`src/rtl/lib_uart_pkg.sv`:
```
// lib_uart: shared definitions for the interrupt-driven UART receiver.
//   rx_state_e            - receiver FSM state encoding
//   CLKS_PER_BIT_DEFAULT  - default bit period in clk cycles
//   DATA_BITS / STOP_BITS - 8N1 frame shape
package lib_uart;

  typedef enum logic [1:0] {
    ST_IDLE  = 2'd0,
    ST_START = 2'd1,
    ST_DATA  = 2'd2,
    ST_STOP  = 2'd3
  } rx_state_e;

  localparam int CLKS_PER_BIT_DEFAULT = 868;
  localparam int DATA_BITS            = 8;
  localparam int STOP_BITS            = 1;

endpackage

```
`src/rtl/sync_2ff.sv`:
```
// sync_2ff: two-flop synchronizer for a single asynchronous bit.
//   clk    - destination clock
//   rst_n  - asynchronous active-low reset; both flops load RST_VAL
//   d      - asynchronous input
//   q      - synchronized output (two clk cycles of latency)
module sync_2ff #(
  parameter logic RST_VAL = 1'b1
) (
  input  logic clk,
  input  logic rst_n,
  input  logic d,
  output logic q
);

  logic meta_q;
  logic sync_q;

  always_ff @(posedge clk or negedge rst_n) begin
    if (!rst_n) begin
      meta_q <= RST_VAL;
      sync_q <= RST_VAL;
    end else begin
      meta_q <= d;
      sync_q <= meta_q;
    end
  end

  assign q = sync_q;

endmodule

```
`src/rtl/uart_rx_irr.sv`:
```
// uart_rx_irr: 8N1 UART receiver with a one-byte holding register and an
// interrupt request handshake towards a CPU.
//   clk       - system clock, rising edge
//   rst_n     - asynchronous active-low reset
//   uart_rx   - serial line (asynchronous, idles high, LSB first)
//   ack       - interrupt acknowledge level from the CPU
//   rx_data   - last correctly framed byte
//   irr       - interrupt request, high while an unacknowledged byte is held
//   overrun   - sticky: a held byte was overwritten before acknowledge
//   frame_err - one-cycle pulse when a frame ends with a low stop bit
module uart_rx_irr
  import lib_uart::*;
#(
  parameter int CLKS_PER_BIT = CLKS_PER_BIT_DEFAULT
) (
  input  logic       clk,
  input  logic       rst_n,
  input  logic       uart_rx,
  input  logic       ack,
  output logic [7:0] rx_data,
  output logic       irr,
  output logic       overrun,
  output logic       frame_err
);

  localparam int CW = $clog2(CLKS_PER_BIT);
  // The counter holds "cycles since the last event minus one", so a full bit
  // period ends at CLKS_PER_BIT-1 and always fits in clog2 bits.
  localparam logic [CW-1:0] HALF_LAST = CW'(CLKS_PER_BIT / 2 - 1);
  localparam logic [CW-1:0] BIT_LAST  = CW'(CLKS_PER_BIT - 1);

  logic rx_s;

  rx_state_e state_q, state_d;
  logic [CW-1:0] cnt_q, cnt_d;
  logic [2:0]    bit_idx_q, bit_idx_d;
  logic [7:0]    shift_q, shift_d;
  logic          rx_prev_q, rx_prev_d;
  logic [7:0]    rx_data_q, rx_data_d;
  logic          irr_q, irr_d;
  logic          overrun_q, overrun_d;
  logic          frame_err_q, frame_err_d;
  logic          stop_ok;

  sync_2ff #(.RST_VAL(1'b1)) u_sync (
    .clk   (clk),
    .rst_n (rst_n),
    .d     (uart_rx),
    .q     (rx_s)
  );

  always_comb begin
    state_d     = state_q;
    cnt_d       = cnt_q;
    bit_idx_d   = bit_idx_q;
    shift_d     = shift_q;
    rx_prev_d   = rx_s;
    rx_data_d   = rx_data_q;
    irr_d       = irr_q;
    overrun_d   = overrun_q;
    frame_err_d = 1'b0;
    stop_ok     = 1'b0;

    case (state_q)
      ST_IDLE: begin
        // Only a true 1->0 transition starts a frame, so a line held low
        // after a bad stop bit (break) never retriggers.
        if (rx_prev_q && !rx_s) begin
          state_d = ST_START;
          cnt_d   = '0;
        end
      end
      ST_START: begin
        if (cnt_q == HALF_LAST) begin
          cnt_d     = '0;
          bit_idx_d = '0;
          state_d   = rx_s ? ST_IDLE : ST_DATA;
        end else begin
          cnt_d = cnt_q + 1'b1;
        end
      end
      ST_DATA: begin
        if (cnt_q == BIT_LAST) begin
          cnt_d   = '0;
          shift_d = {rx_s, shift_q[7:1]};
          if (bit_idx_q == 3'd7) begin
            state_d = ST_STOP;
          end else begin
            bit_idx_d = bit_idx_q + 3'd1;
          end
        end else begin
          cnt_d = cnt_q + 1'b1;
        end
      end
      ST_STOP: begin
        if (cnt_q == BIT_LAST) begin
          cnt_d   = '0;
          state_d = ST_IDLE;
          if (rx_s) begin
            stop_ok = 1'b1;
          end else begin
            frame_err_d = 1'b1;
          end
        end else begin
          cnt_d = cnt_q + 1'b1;
        end
      end
      default: state_d = ST_IDLE;
    endcase

    // A completing byte takes priority over an acknowledge in the same cycle.
    // Overrun is raised only when a held byte is lost without being acked.
    if (stop_ok) begin
      rx_data_d = shift_q;
      irr_d     = 1'b1;
      overrun_d = irr_q ? ~ack : overrun_q;
    end else if (ack && irr_q) begin
      irr_d     = 1'b0;
      overrun_d = 1'b0;
    end
  end

  always_ff @(posedge clk or negedge rst_n) begin
    if (!rst_n) begin
      state_q     <= ST_IDLE;
      cnt_q       <= '0;
      bit_idx_q   <= '0;
      shift_q     <= '0;
      rx_prev_q   <= 1'b1;
      rx_data_q   <= '0;
      irr_q       <= 1'b0;
      overrun_q   <= 1'b0;
      frame_err_q <= 1'b0;
    end else begin
      state_q     <= state_d;
      cnt_q       <= cnt_d;
      bit_idx_q   <= bit_idx_d;
      shift_q     <= shift_d;
      rx_prev_q   <= rx_prev_d;
      rx_data_q   <= rx_data_d;
      irr_q       <= irr_d;
      overrun_q   <= overrun_d;
      frame_err_q <= frame_err_d;
    end
  end

  assign rx_data   = rx_data_q;
  assign irr       = irr_q;
  assign overrun   = overrun_q;
  assign frame_err = frame_err_q;

endmodule
```
`config.mk`:
```
export PLATFORM = sky130hd
export DESIGN_NAME = uart_rx_irr
export DESIGN_NICKNAME = d
export VERILOG_FILES = /design/src/rtl/lib_uart_pkg.sv /design/src/rtl/sync_2ff.sv /design/src/rtl/uart_rx_irr.sv
export SDC_FILE = /design/constraint.sdc
export NUM_CORES = 1
export LEC_CHECK = 0
export CAP_MARGIN = 5
export CORE_UTILIZATION = 51
export DETAILED_ROUTE_END_ITERATION = 10
export GPL_ROUTABILITY_DRIVEN = 0
export HOLD_SLACK_MARGIN = 0.06
export PLACE_DENSITY = 0.8
export SETUP_SLACK_MARGIN = 0.3
export SLEW_MARGIN = 30
export SYNTH_ARGS = -nofsm -noshare
export SYNTH_HDL_FRONTEND = slang
export SYNTH_SLANG_ARGS = --single-unit
```
`constraint.sdc`:
```
create_clock -name clk -period 1.7 [get_ports clk]
set_input_delay 0.17 -clock clk [delete_from_list [all_inputs] [get_ports clk]]
set_output_delay 0.17 -clock clk [all_outputs]
set_load 0.05 [all_outputs]
```
==> impl_metrics.tcl, run 1 <==
set metrics [dict create \
    area.sequential_um2 933 \
    io_buffers 14 \
    hold_class "primary input to async pin" \
    layout.cells.non_filler 249 \
    ioPinCount 15 \
    synthTopCellsByArea "dfrtp_1, mux2_2, dfstp_2" \
    route.detailed.drc 0 \
    synthFlopType "dfrtp_1" \
    grt_setup_unrepaired "true" \
    hold_viol_final 0 \
    worstPathBufferInverterCount 0 \
    grt_pass1_wl_um 6260 \
    die-area_um2 3770 \
    n_fill_cell 212 \
    crit_type "flip-flop to flip-flop" \
    final_core_util_pct 73.4 \
    grtUsageTotal_pct 23.7 \
    total_power_mw 2.35 \
    wl_met2_um 2350 \
    comb_power_share_pct 31.2 \
    drt-wirelength-per-cell_um 18.2 \
    synth_cells 158 \
    synthesis.nets 166 \
    cp_data_required_time_ps 1940 \
    p_leak_nw 1.12 \
    endpoint_kind "flip-flop" \
    crit_family "simple AND/OR/NAND/NOR gates" \
    synthDominantCellAreaShare_pct 47.3 \
    clock_path_buffers 2 \
    syn_area_um2 1800 \
    multi_input_area_um2 1020 \
    timing.fmax_mhz 589 \
    dr.max_layer_used "met4" \
    synthArstFlopShare_pct 100 \
    ys_seq_area_share_pct 51.6 \
    clock-skew-final_ps 23.2 \
    die_w_um 61.4 \
    cp.arrival_ps 1940 \
    drv_cap 0 \
    cts.sinks 37 \
    clkTransAtPathRegs_ps 120 \
    path_cells "and4b_2 > nand4_4 > nor2_8 > mux2_2" \
    seqPwrFrac_pct 43.1 \
    synth.avg_cell_area_um2 11.4 \
    start_kind "flip-flop" \
    p_int_mw 1.61 \
    final_layout_size_suffix_gt1_share_pct 48.3 \
    ys_seq_elements 37 \
    insertion_delay_ps 350 \
    peakVddDrop_v 0.000808 \
    htreeDepth 2 \
    wl_um 4540 \
    syn_to_final_growth_pct 37.2 \
    firstDrtPassIters 4 \
    start_util_pct 53.5 \
    switching_share_pct 31.7 \
    grt_pass1_vias 1370 \
    p_sw_mw 0.745 \
    timing.slew.headroom_pct 68.0 \
    yosysUniqueCellTypes 40 \
    dp_cells 230 \
    pre_cts_ws_ps 11.6 \
    post-route-min-period_ps 1700 \
    antenna_found_initial 0 \
    yosysTopAreaCell "dfrtp_1" \
    rows 21 \
    hpwl_um 2570 \
    drv_slew 0 \
    ant_nets 0 \
    fin_area_um2 2470 \
    cts-root-buf "clkbuf_4" \
    slowest_stage "dfrtp_1" \
    yosysWarnings 0 \
    drtIter0Drc 97 \
    tritoncts "built" \
    slowest_delay_ps 430 \
    viasPerCell 6.00 \
    vias 1494 \
    setup_tns_ps 0 \
    cts_hold_buf 0 \
    status "finished, final reports clean" \
    place_area_um2 2120 \
    worst-path-max-fanout 8 \
    grt_remaining_overflow 0 \
    fin_hold_ws_ps 219 \
    clock_power_share_pct 25.7 \
    nets 210 \
    met3_length_um 187 \
    wl_met1_um 1890 \
    grt_start_max_net_pins 38 \
    die_height_um 61.4 \
    cts_buffers 5 \
    post-route-period-util_pct 99.8 \
    fp.coreArea_um2 3360 \
    antenna_cells 0 \
    worst_slack_ps 2.58 \
    synth_edf_count 0 \
    worst_pin_slew_ps 480 \
    finalSetupViolCount 0 \
    p_per_area_nw_per_um2 951 \
]
worst register-to-register path, delay by kind of cell (launching register included):
kind | cells | cell delay, ps
AND/OR/NAND/NOR | 3 | 790
multiplexers | 1 | 360
flip-flops | 1 | 430
cell usage after synthesis, drive strengths merged, types with 4 or more instances:
master,instances
mux2,16
a21oi,5
a31oi,4
o21ai,8
nand4,7
buf,4
ha,4
nor2,8
nor3,7
nand3,6
inv,7
nand2,19
dfrtp,34
routing by layer:
metal | up-vias | global-route usage [%]
met3 | 16 | 5.25
met1 | 752 | 27.6
li1 | 670 | -
met5 | - | 0
met2 | 56 | 38.0
met4 | 0 | 18.1
power by group through the flow:
stage	Combinational [mW]	Sequential (mW)	Clock (mW)
floorplan	0.319	1.03	0
global placement	0.468	1.03	0
detailed placement	0.490	1.03	0
CTS	0.595	1.01	0.624
global route	0.782	1.02	0.664
finish	0.734	1.01	0.603
cells in the final DEF, fill, tap and decap left out, types with 2 or more instances in the layout:
cell,instances
o2bb2ai_1,2
nand3_2,3
clkdlybuf4s15_2,7
buf_4,21
ha_1,3
nand2_1,17
nor2_1,4
dfstp_2,3
a31oi_1,2
clkdlybuf4s50_1,3
nor3_1,4
inv_1,7
and3_4,2
nand3_1,3
clkbuf_4,5
o21ai_2,3
o21ai_1,2
a31oi_4,2
mux2_2,5
o211ai_1,2
nor3_2,2
nand4_1,6
o21ai_0,3
nor2_8,2
mux2_4,10
clkbuf_2,4
dfrtp_2,3
buf_6,5
dfrtp_1,31
nor4_1,2
a21oi_1,4
final cells by class:
type                    instances  share of cell area (%)
well taps                      46                    2.33
inverters                       7                    1.06
flip-flops and latches         37                    37.8
repair buffers                 41                    14.5
clock inverters                 2                    1.42
multi-input cells             110                    41.2
clock buffers                   6                    1.67
worst paths after layout:
path,startpoint,to,slack (ps),cells past startpoint
setup / recovery,cnt_q[7],shift_q[6],3,4
hold / removal,rst_n,bit_idx_q[0],220,2
setup reg to reg,cnt_q[7],shift_q[6],3,4
hold reg to reg,u_sync.meta_q,u_sync.q,350,0
max in group asynchronous,rst_n,u_sync.meta_q,1090,2
min in group clk,uart_rx,u_sync.meta_q,230,1
kinds of logic (layout without fill, tap and decap cells):
kind of cell,count (synthesis),in the layout,synth area share [%]
compound gates,29,29,10.9
fa+ha+maj,4,4,2.78
buf+inv,11,56,2.85
flops,37,37,51.6
mux,17,17,10.6
simple gates,60,60,21.3
sequential cells by signal, summed over array words and instances (netlist names), named ones only:
| register | count |
|---|---|
| overrun | 1 |
| rx_prev_q | 1 |
| u_sync.meta_q | 1 |
| state_q | 1 |
| frame_err | 1 |
| bit_idx_q | 3 |
| u_sync.q | 1 |
| shift_q | 8 |
| irr | 1 |
| rx_data | 8 |
| cnt_q | 10 |
repair_timing:
action / 4_1_cts / 5_1_grt
endpoints found under the setup margin: 45 / 38
endpoints found under the hold margin: 0 / 0
resized for setup: 42 / 39
setup buffers: 7 / 4
pin swaps: 10 / 15
Note: power is estimated with default switching activity, not from simulation.
==> inputs of run 2 (changes only) <==
--- a/config.mk
+++ b/config.mk
@@ -6,7 +6,9 @@
 export NUM_CORES = 1
 export LEC_CHECK = 0
 export CAP_MARGIN = 5
-export CORE_UTILIZATION = 51
+export CELL_PAD_IN_SITES_DETAIL_PLACEMENT = 1
+export CELL_PAD_IN_SITES_GLOBAL_PLACEMENT = 2
+export CORE_UTILIZATION = 34
 export DETAILED_ROUTE_END_ITERATION = 10
 export GPL_ROUTABILITY_DRIVEN = 0
 export HOLD_SLACK_MARGIN = 0.06
==> impl_metrics.tcl, run 2 (synthesis results as in run 1) <==
set metrics [dict create \
    start_util_pct 35.3 \
    slowest_stage "dfrtp_1" \
    largest_register "cnt_q" \
    path_cells "ha_2 > nor2b_4 > nand4_4 > nor2_8 > mux2_4" \
    grt_setup_unrepaired "true" \
    r2r-start "cnt_q[1]" \
    rows 26 \
    multi_input_area_um2 1020 \
    syn_to_final_growth_pct 41.1 \
    cts.sinks 37 \
    layout_commonest_cell "dfrtp_1" \
    worst-path-max-fanout 8 \
    grt_pass1_vias 1481 \
    post-route-period-util_pct 100 \
    cts_buffers 5 \
    startpoint "cnt_q[1]" \
    grt_start_max_net_pins 38 \
    firstDrtPassIters 4 \
    crit_type "flip-flop to flip-flop" \
    fin_hold_ws_ps 282 \
    total_power_mw 2.47 \
    tritoncts "built" \
    grtUsageTotal_pct 18.1 \
    start_kind "flip-flop" \
    fp.coreArea_um2 5110 \
    wl_um 4880 \
    status "finished with violations" \
    antenna_cells 0 \
    largest_reg_flops 10 \
    pre_cts_ws_ps 22.6 \
    ioPinCount 15 \
    hold_viol_final 0 \
    n_fill_cell 547 \
    vias 1467 \
    die_w_um 74.8 \
    hold_class "primary input to flip-flop" \
    nets 214 \
    drt-wirelength-per-cell_um 17.6 \
    cp.arrival_ps 1880 \
    antenna_found_initial 0 \
    slowest_delay_ps 400 \
    crit_family "simple AND/OR/NAND/NOR gates" \
    p_leak_nw 1.19 \
    peakVddDrop_v 0.000387 \
    insertion_delay_ps 290 \
    route.detailed.drc 0 \
    violations "negative setup slack" \
    final_layout_size_suffix_gt1_share_pct 44.4 \
    viasPerCell 5.30 \
    endpoint_kind "flip-flop" \
    p_per_area_nw_per_um2 971 \
    die_height_um 74.8 \
    clock-skew-final_ps 7.42 \
    drv_slew 0 \
    post-route-min-period_ps 1710 \
    die-area_um2 5590 \
    final_cell_mix "dfrtp_1, buf_4, nand2_1, mux2_4, dlygate4sd2_1" \
    area.sequential_um2 931 \
    cp_data_required_time_ps 1870 \
    cts-root-buf "clkbuf_8" \
    timing.slew.headroom_pct 66.9 \
    finalSetupViolCount 4 \
    hpwl_um 3010 \
    worstPathBufferInverterCount 0 \
    io_buffers 14 \
    place_area_um2 2190 \
    grt_pass1_wl_um 7460 \
    ant_nets 0 \
    clkTransAtPathRegs_ps 70 \
    worst_slack_ps -8.30 \
    clock_path_buffers 2 \
    htreeDepth 2 \
    grt_remaining_overflow 0 \
    drv_cap 0 \
    timing.fmax_mhz 585 \
    drtIter0Drc 71 \
    worst_pin_slew_ps 499 \
    fin_area_um2 2540 \
    hp-start "uart_rx" \
]
## run 2: what timing repair did
action | 4_1_cts | 5_1_grt
setup buffers | 8 | 2
hold endpoints to repair | 34 | 0
gates resized for setup | 29 | 32
endpoints found under the setup margin | 45 | 35
hold buffers | 1 | 0
pin swaps | 9 | 17
## run 2: per-stage QoR
stage,cells,util [%],TNS (ps)
final,277,49.8,-20.5
after CTS,275,46.9,0
after global routing,277,49.8,-1570
after floorplan,158,-,-545
after detailed placement,258,42.8,0
after global placement,258,42.8,0
## run 2: layer usage
layer,global-route usage (%),share of wire [%]
met1,23.4,44
met2,28.9,51
met3,4.42,2.9
met4,7.55,2.6
met5,0,0
## run 2: worst reg2reg max path, stage by stage (launching register included)
cell and delay [ps]:
dfrtp_1 400, ha_2 220, nor2b_4 180, nand4_4 190
nor2_8 280, mux2_4 330
## run 2: final timing paths
check,to,slack (ps),cells after the start
worst max register to register,shift_q[4],-8,5
max in group asynchronous,u_sync.meta_q,1060,3
min in group asynchronous,cnt_q[6],390,3
worst min register to register,u_sync.q,360,0
worst min-delay path,u_sync.meta_q,280,1
worst max-delay path,shift_q[4],-8,5
## run 2: area by class of cell
class / count / area share [%]
well taps: 70 / 3.45
clock inverters: 1 / 0.295
repair buffers: 45 / 15.1
multi-input cells: 110 / 40.1
clock buffers: 7 / 3.40
inverters: 7 / 1.03
flip-flops and latches: 37 / 36.6
## run 2: where the power goes
group	internal [mW]	switching (mW)
sequential	0.948	0.0737
clock	0.329	0.314
combinational	0.398	0.405
total	1.68	0.792
==> inputs of run 3 (changes only) <==
--- a/config.mk
+++ b/config.mk
@@ -5,15 +5,15 @@
 export SDC_FILE = /design/constraint.sdc
 export NUM_CORES = 1
 export LEC_CHECK = 0
-export CAP_MARGIN = 5
+export CAP_MARGIN = 20
 export CELL_PAD_IN_SITES_DETAIL_PLACEMENT = 1
 export CELL_PAD_IN_SITES_GLOBAL_PLACEMENT = 2
+export CORE_MARGIN = 8
 export CORE_UTILIZATION = 34
 export DETAILED_ROUTE_END_ITERATION = 10
 export GPL_ROUTABILITY_DRIVEN = 0
 export HOLD_SLACK_MARGIN = 0.06
 export PLACE_DENSITY = 0.8
-export SETUP_SLACK_MARGIN = 0.3
 export SLEW_MARGIN = 30
 export SYNTH_ARGS = -nofsm -noshare
 export SYNTH_HDL_FRONTEND = slang
==> impl_metrics.tcl, run 3 (synthesis results as in run 1) <==
set metrics [dict create \
    clkTransAtPathRegs_ps 80 \
    die-area_um2 7880 \
    grt_remaining_overflow 0 \
    layout_commonest_cell "dfrtp_1" \
    grt_pass1_wl_um 7520 \
    status "finished, final reports clean" \
    die_w_um 88.8 \
    timing.fmax_mhz 595 \
    grt_setup_unrepaired "true" \
    fin_area_um2 2430 \
    drv_slew 0 \
    fp.coreArea_um2 5110 \
    place_area_um2 2150 \
    timing.slew.headroom_pct 65.0 \
    worst_pin_slew_ps 524 \
    use_met2_pct 20.3 \
    grtUsageTotal_pct 12.4 \
    drtIter0Drc 35 \
    hold_viol_final 0 \
    wl_um 4660 \
    worst-path-max-fanout 8 \
    post-route-min-period_ps 1680 \
    syn_to_final_growth_pct 34.7 \
    firstDrtPassIters 4 \
    antenna_found_initial 0 \
    insertion_delay_ps 290 \
    hold_class "primary input to flip-flop" \
    grt_pass1_vias 1485 \
    grt_util_met1_pct 15.1 \
    vias 1384 \
    final_layout_size_suffix_gt1_share_pct 40.6 \
    clock-skew-final_ps 5.76 \
    worst_slack_ps 18.6 \
    ioPinCount 15 \
    viasPerCell 5.09 \
    cp_data_required_time_ps 1880 \
    grt_start_max_net_pins 38 \
    die_height_um 88.8 \
    cp.arrival_ps 1860 \
    htreeDepth 2 \
    cts-root-buf "clkbuf_8" \
    n_fill_cell 567 \
    busiest_layer "met2" \
    io_buffers 14 \
    use_met3_pct 2.79 \
    start_kind "flip-flop" \
    fin_hold_ws_ps 274 \
    route.detailed.drc 0 \
    clock_path_buffers 2 \
    post-route-period-util_pct 98.9 \
    cts.sinks 37 \
    total_power_mw 2.42 \
    dp_cells 259 \
    finalSetupViolCount 0 \
    p_leak_nw 1.11 \
    antenna_cells 0 \
    ant_nets 0 \
    crit_type "flip-flop to flip-flop" \
    peakVddDrop_v 0.000357 \
    drv_cap 0 \
    tritoncts "built" \
    final_core_util_pct 47.5 \
    rows 26 \
    cts_buffers 5 \
    endpoint_kind "flip-flop" \
    largest_register "cnt_q" \
    nets 209 \
    final_cell_mix "dfrtp_1, buf_4, nand2_1, mux2_4" \
    p_per_area_nw_per_um2 999 \
    pre_cts_ws_ps -27.8 \
    hpwl_um 3160 \
    start_util_pct 35.3 \
    drt-wirelength-per-cell_um 17.1 \
    setup_tns_ps 0 \
    largest_reg_flops 10 \
    layout.cells.non_filler 272 \
]
==> run 3: changes by cell type in the layout (fill, tap and decap cells not counted), sizes merged <==
cell	delta
clkbuf	-1
clkdlybuf4s50	+4
clkdlybuf4s15	-3
dlygate4sd2	-8
bufinv	+1
buf	+2
==> run 3: metal layers <==
layer	part of all wire, %	up-vias	wire [um]
met4	1.7	0	80
met1	45	701	2110
met2	51	14	2350
met5	0	-	0
li1	-	662	-
met3	2.5	7	117
==> run 3: worst max-delay path, stage by stage (launching register included) <==
cell and delay [ps]:
dfrtp_1 440, and4b_1 300, nand4_4 210, nor2_8 290
mux2_4 330
==> run 3: area by class of cell <==
class                           instances  area [um^2]  share of cell area, %
Multi-Input combinational cell        110          938                   38.7
Sequential cell                        37          931                   38.4
Timing Repair Buffer                   40          323                   13.3
Tap cell                               70         87.6                   3.61
Clock buffer                            6         82.6                   3.40
Clock inverter                          2         37.5                   1.55
Inverter                                7         26.3                   1.08
==> run 3: worst paths after layout <==
check,from,end,slack [ps],cells after the start
setup reg to reg,cnt_q[6],rx_data[0],20,4
setup / recovery,cnt_q[6],rx_data[0],20,4
hold reg to reg,u_sync.meta_q,u_sync.q,370,0
max in group asynchronous,rst_n,rx_prev_q,890,3
min in group asynchronous,rst_n,shift_q[7],460,3
hold / removal,uart_rx,u_sync.meta_q,270,1
==> run 3: power breakdown <==
group	internal, mW	switching (mW)
Sequential	0.948	0.0814
Clock	0.477	0.323
Combinational	0.285	0.311
==> run 3: repair_timing <==
item,CTS,global route
gates resized for setup,0,31
setup buffers,1,3
endpoints found under the setup margin,1,27
endpoints found under the hold margin,34,0
gates cloned,0,0
pin swaps,2,7
hold buffers,1,0
